==> config.mk <==
export PLATFORM = sky130hd
export DESIGN_NAME = io_input_debounce
export DESIGN_NICKNAME = d
export VERILOG_FILES = /design/src/rtl/io_input_debounce.sv
export SDC_FILE = /design/constraint.sdc
export NUM_CORES = 1
export LEC_CHECK = 0
export CAP_MARGIN = 20
export CORE_MARGIN = 1
export CORE_UTILIZATION = 50
export CTS_BUF_LIST = sky130_fd_sc_hd__clkbuf_8
export DETAILED_ROUTE_END_ITERATION = 16
export HOLD_SLACK_MARGIN = 0.15
export PLACE_DENSITY = 0.74
export SLEW_MARGIN = 25
export SYNTH_ARGS = -nofsm -noshare
export SYNTH_HDL_FRONTEND = slang
export SYNTH_SLANG_ARGS = --single-unit
==> constraint.sdc <==
create_clock -name io_clk -period 3.95 [get_ports io_clk]
set_input_delay 0.5925 -clock io_clk [delete_from_list [all_inputs] [get_ports io_clk]]
set_output_delay 0.5925 -clock io_clk [all_outputs]
set_load 0.01 [all_outputs]
==> src/rtl/io_input_debounce.sv <==
// Three-channel input conditioner: 2-FF synchroniser plus word-level debounce
// feeding the CPU input-port block, with per-channel change pulse and sticky flag.
module io_input_debounce #(
   parameter int unsigned WIDTH     = 32,
   parameter int unsigned DB_CYCLES = 4
) (
   input  logic             io_clk,
   input  logic             reset,
   input  logic [WIDTH-1:0] raw_port0,
   input  logic [WIDTH-1:0] raw_port1,
   input  logic [WIDTH-1:0] raw_port2,
   input  logic [2:0]       chg_clr,
   output logic [WIDTH-1:0] out_port0,
   output logic [WIDTH-1:0] out_port1,
   output logic [WIDTH-1:0] out_port2,
   output logic [2:0]       chg_pulse,
   output logic [2:0]       chg_flag
);

   localparam int unsigned NCH   = 3;
   localparam int unsigned CNT_W = $clog2(DB_CYCLES);
   localparam logic [CNT_W-1:0] CNT_MAX = CNT_W'(DB_CYCLES - 1);

   logic [WIDTH-1:0] raw_a [NCH];
   logic [WIDTH-1:0] out_a [NCH];

   assign raw_a[0]  = raw_port0;
   assign raw_a[1]  = raw_port1;
   assign raw_a[2]  = raw_port2;
   assign out_port0 = out_a[0];
   assign out_port1 = out_a[1];
   assign out_port2 = out_a[2];

   for (genvar g = 0; g < NCH; g++) begin : g_ch
      logic [WIDTH-1:0] sync1;
      logic [WIDTH-1:0] sync2;
      logic [WIDTH-1:0] cand;
      logic [WIDTH-1:0] out_q;
      logic [CNT_W-1:0] cnt;
      logic             pulse_q;
      logic             flag_q;
      logic             upd;

      // Candidate held long enough and differs from what is presented downstream.
      assign upd = (sync2 == cand) && (cnt == CNT_MAX) && (cand != out_q);

      always_ff @(posedge io_clk) begin
         if (reset) begin
            sync1   <= '0;
            sync2   <= '0;
            cand    <= '0;
            cnt     <= '0;
            out_q   <= '0;
            pulse_q <= 1'b0;
            flag_q  <= 1'b0;
         end else begin
            sync1 <= raw_a[g];
            sync2 <= sync1;
            if (sync2 != cand) begin
               cand <= sync2;
               cnt  <= '0;
            end else if (cnt != CNT_MAX) begin
               cnt <= cnt + CNT_W'(1);
            end
            if (upd) begin
               out_q <= cand;
            end
            pulse_q <= upd;
            // A set on the same edge as a clear wins.
            flag_q  <= (flag_q & ~chg_clr[g]) | upd;
         end
      end

      assign out_a[g]     = out_q;
      assign chg_pulse[g] = pulse_q;
      assign chg_flag[g]  = flag_q;
   end

endmodule
* Yosys cells after proc, flatten, opt, wreduce, memory -nomap -nowiden
Cells that the tools add are included.
** Cells by class
- $add $sub $neg :: 3
- Reductions and logical operators :: 9
- Eq/ne operators :: 15
- Bitwise logic cells :: 9
** Operator list (count)
- inequality test 32 bit :: 6
- equality test 32 bit :: 3
- adder 2 x 1 -> 2 bit (second input constant) :: 3
- equality test 2 bit (second input constant) :: 3
- logical AND 1 bit :: 6
- inequality test 2 bit (second input constant) :: 3
- OR reduction 2 bit :: 3
- bitwise AND 1 bit :: 3
- inverter 1 bit :: 3
- bitwise OR 1 bit :: 3
** Storage, ports and cells
- Flip-flop bits (word level) :: 396
- Logic and storage cells :: 57
- Input bits :: 101
- Output and inout port bits :: 102

* Longest topological paths before layout
- Depth in word-level cells :: 4
- Depth in mapped cells :: 6
- Gate-level depth less buffers :: 5

* Worst setup path after synthesis
Ideal clock, no wire load.
- Path kind :: register to register
- Start point :: reg g_ch[0].cand[18]
- End point :: reg g_ch[0].out_q[10] (netlist: out_port0[10])
- Buffers on the path :: 1
- Stages on the path, launching flop included :: 7
- Setup time :: 0.072 ns
- Arrival :: 1.799 ns
- Path slack :: 2.079 ns
- Required time :: 3.878 ns
- Cell sequence :: dfxtp_1 -> xor2_1 -> nor4_2 -> nand4_1 -> a2111oi_4 -> buf_6 -> mux2i_1
** Between the ends
- Longest elaborated chain between the ends :: 3
- Elaborated cells on any way between the ends :: 4
** Ends and longest elaborated chain
- start, declared :: line 37 : logic [WIDTH-1:0] cand;
- start signal, assigned :: line 60 : cand <= sync2;
- equality test 32 bit :: line 45 : assign upd = (sync2 == cand) && (cnt == CNT_MAX) && (cand != out_q);
- logical AND 1 bit :: line 45
- logical AND 1 bit (*) :: line 45
- end signal, assigned :: line 66 : out_q <= cand;
- end, declared :: line 38 : logic [WIDTH-1:0] out_q;
Every way passes the cells marked *; elsewhere a longest branch is shown, timed or not.
A chain may end at the register's enable or synchronous reset.

* Worst setup path after layout
- Start point :: reg g_ch[0].cand[17]
- End point :: reg g_ch[0].out_q[28] (netlist: out_port0[28])
Same word-level chain as after synthesis.

==> impl_metrics.json <==
{
  "outcome": "finished clean",
  "cts_tree": "done",
  "start_util_pct": 51.0,
  "gp_congestion": 0.777,
  "post-place-cells": 1852,
  "wirelength_mm": 29.4,
  "ant_nets": 0,
  "fmax_mhz": 401,
  "routed_via_density": 4.65,
  "synth.yosys.seq_area_share_pct": 54.0,
  "grt_pass1_vias": 9061,
  "crit_required_ps": 4470,
  "fin_skew_ps": 29.1,
  "die_h_um": 173,
  "path_cells": "xor2_1 > nor4_2 > nand4_1 > a2111oi_4 > buf_4 > mux2i_1",
  "drt-initial-drc-count": 411,
  "root_buffer": "clkbuf_8",
  "cpMaxStageDelayCell": "a2111oi_4",
  "antenna_cells": 0,
  "syn_area_um2": 14700,
  "ys_ff_latch": 396,
  "insertion_delay_ps": 600,
  "path_class": "reg -> reg",
  "grt_max_degree": 193,
  "final_cell_mix": "dfxtp_1 (396), nor2b_1 (291), clkdlybuf4s50_1 (201)",
  "rsz0062_at_grt": "no",
  "hold_viol": 0,
  "p_total_mw": 8.31,
  "ios": 203,
  "grt_usage_pct": 19.7,
  "fin_cells": 1965,
  "r2r-start": "g_ch[0].cand[17]",
  "synth_fa_ha_area_share_pct": 0.256,
  "cts_buffers": 61,
  "wl_met3_mm": 1.31,
  "hold_path_class": "reg -> reg",
  "drcViolationCount": 0,
  "leakagePower_nw": 6.98,
  "clk_pin_slew_ps": 60,
  "ir_worst_vdd_mv": 0.372,
  "synth_top_family_by_area": "simple AND/OR/NAND/NOR gates",
  "timing.hold.ws_ps": 432,
  "dp_hpwl_mm": 20.6,
  "htreeDepth": 2,
  "cts.sinks": 396,
  "ctsResizeCount": 0,
  "cts_hold_buf": 0,
  "yosysUniqueCellTypes": 20,
  "start_kind": "flop",
  "grt_antenna_before_repair": 0,
  "yosysWarnings": 0,
  "drive_gt1_share_pct": 8.29,
  "area_growth_pct": 24.7,
  "post_cts_buffers": 0,
  "wire_per_inst_um": 15.0,
  "wl_met1_mm": 13.7,
  "path_max_fanout": 15,
  "layout_commonest_cell": "dfxtp_1",
  "synth-simple-area-share_pct": 24.0,
  "tns_ps": 0,
  "highest_layer": "met4",
  "grt_pass1_wl_mm": 47.1,
  "maxSlewHeadroom_pct": 33.5,
  "drv_slew": 0,
  "crit_start": "g_ch[0].cand[17]",
  "synthesis.nets": 1430,
  "die_area_um2": 30100,
  "powerDensity_nw_per_um2": 453,
  "synth-xor-area-share_pct": 11.6,
  "fin_crit_sh_pct": 63.2,
  "drv_cap": 0,
  "grt_overflow": 0,
  "worstPathArrival_ps": 3010,
  "synth_compound_area_share_pct": 0.920,
  "critical_path_buf_inv_count": 1,
  "dr_total_vias": 9134,
  "cp_slowest_stage_delay_ps": 690,
  "die_x_um": 173,
  "met2_length_mm": 13.6,
  "cts_buffer_depth": 3,
  "rows": 62,
  "worstSetupEndpointType": "flop",
  "syn_inst": 1326,
  "drt-pass1-iter-count": 4,
  "muxShareOfSynthArea_pct": 6.75,
  "cp_top_family": "compound AO/OA/AOI/OAI gates",
  "port_buffers": 202,
  "fill_cells": 2295,
  "tightest_slew_ps": 998,
  "syn_avg_cell_area_um2": 11.1,
  "setup_viol": 0,
  "hp-start": "g_ch[1].sync1[20]",
  "layout.nets": 1635,
  "post-route-min-period_ps": 2500,
  "coreArea_um2": 28800
}
-- registers in the layout, summed over array words and instances (netlist names) --
signal and cells:
g_ch.cand 96, g_ch.sync1 96, g_ch.sync2 96, out_port0 32
out_port1 32, out_port2 32, g_ch.cnt 6, g_ch.flag_q 3
g_ch.pulse_q 3
-- area by class of cell --
type                            instances  area (um2)  area share, %
Sequential cell                       396        7930           43.3
Multi-Input combinational cell        858        6400           34.9
Timing Repair Buffer                  211        2120           11.6
Clock buffer                           83        1140           6.24
Tap cell                              384         480           2.62
Clock inverter                         30         240           1.31
Inverter                                3        11.3         0.0615
-- path summary, 6_finish.rpt --
| kind | to | slack (ps) | cells past startpoint |
|---|---|---|---|
| min reg2reg | g_ch[1].sync2[20] | 430 | 1 |
| max reg2reg | out_port0[28] | 1450 | 6 |
| max | out_port0[28] | 1450 | 6 |
| min | g_ch[1].sync2[20] | 430 | 1 |
-- synthesized netlist by cell type --
cell type / number / area share [%]
clkbuf_1: 54 / 1.4
a211oi_1: 3 / 0.15
o21ba_2: 3 / 0.20
xnor2_1: 96 / 5.7
or2b_1: 9 / 0.46
xor2_1: 99 / 5.9
nor4_1: 18 / 0.77
or3_2: 3 / 0.15
buf_4: 6 / 0.31
nand2b_1: 183 / 7.8
nand4_1: 30 / 1.3
a2111oi_4: 3 / 0.56
nor2b_1: 291 / 12
mux2i_1: 99 / 6.7
buf_6: 9 / 0.69
nor4_2: 12 / 1.0
inv_1: 3 / 0.077
dfxtp_1: 396 / 54
nor2_1: 6 / 0.15
ha_1: 3 / 0.26
-- cells by family after synthesis --
logic type / Yosys count
AOI/OAI and AO/OA: 9
and+or+nand+nor: 552
adders and majority gates: 3
xor gates and xnor gates: 195
buffers and inverters: 72
DFF: 396
muxes: 99
-- metal layers --
layer	GRT usage [%]	vias to the layer above
met1	26.3	4236
li1	-	4642
met5	0	-
met2	31.6	199
met4	7.67	0
met3	3.49	57
-- stage by stage --
step | util (%) | cell area (um2) | worst slack, ps
2_1_floorplan | - | 14700 | 2080
4_1_cts | 63.7 | 18300 | 1430
5_1_grt | 63.7 | 18300 | 1280
6_report | 63.7 | 18300 | 1450
3_5_place_dp | 58.9 | 16900 | 1450
3_3_place_gp | 58.9 | 16900 | 1520
-- power breakdown --
part	leakage [nW]	internal, mW	switching, mW
sequential	3.24	4.11	0.0641
combinational	2.97	0.255	0.186
clock	0.770	2.13	1.55
total	6.98	6.50	1.80
Power figures use the tool's default switching activity.
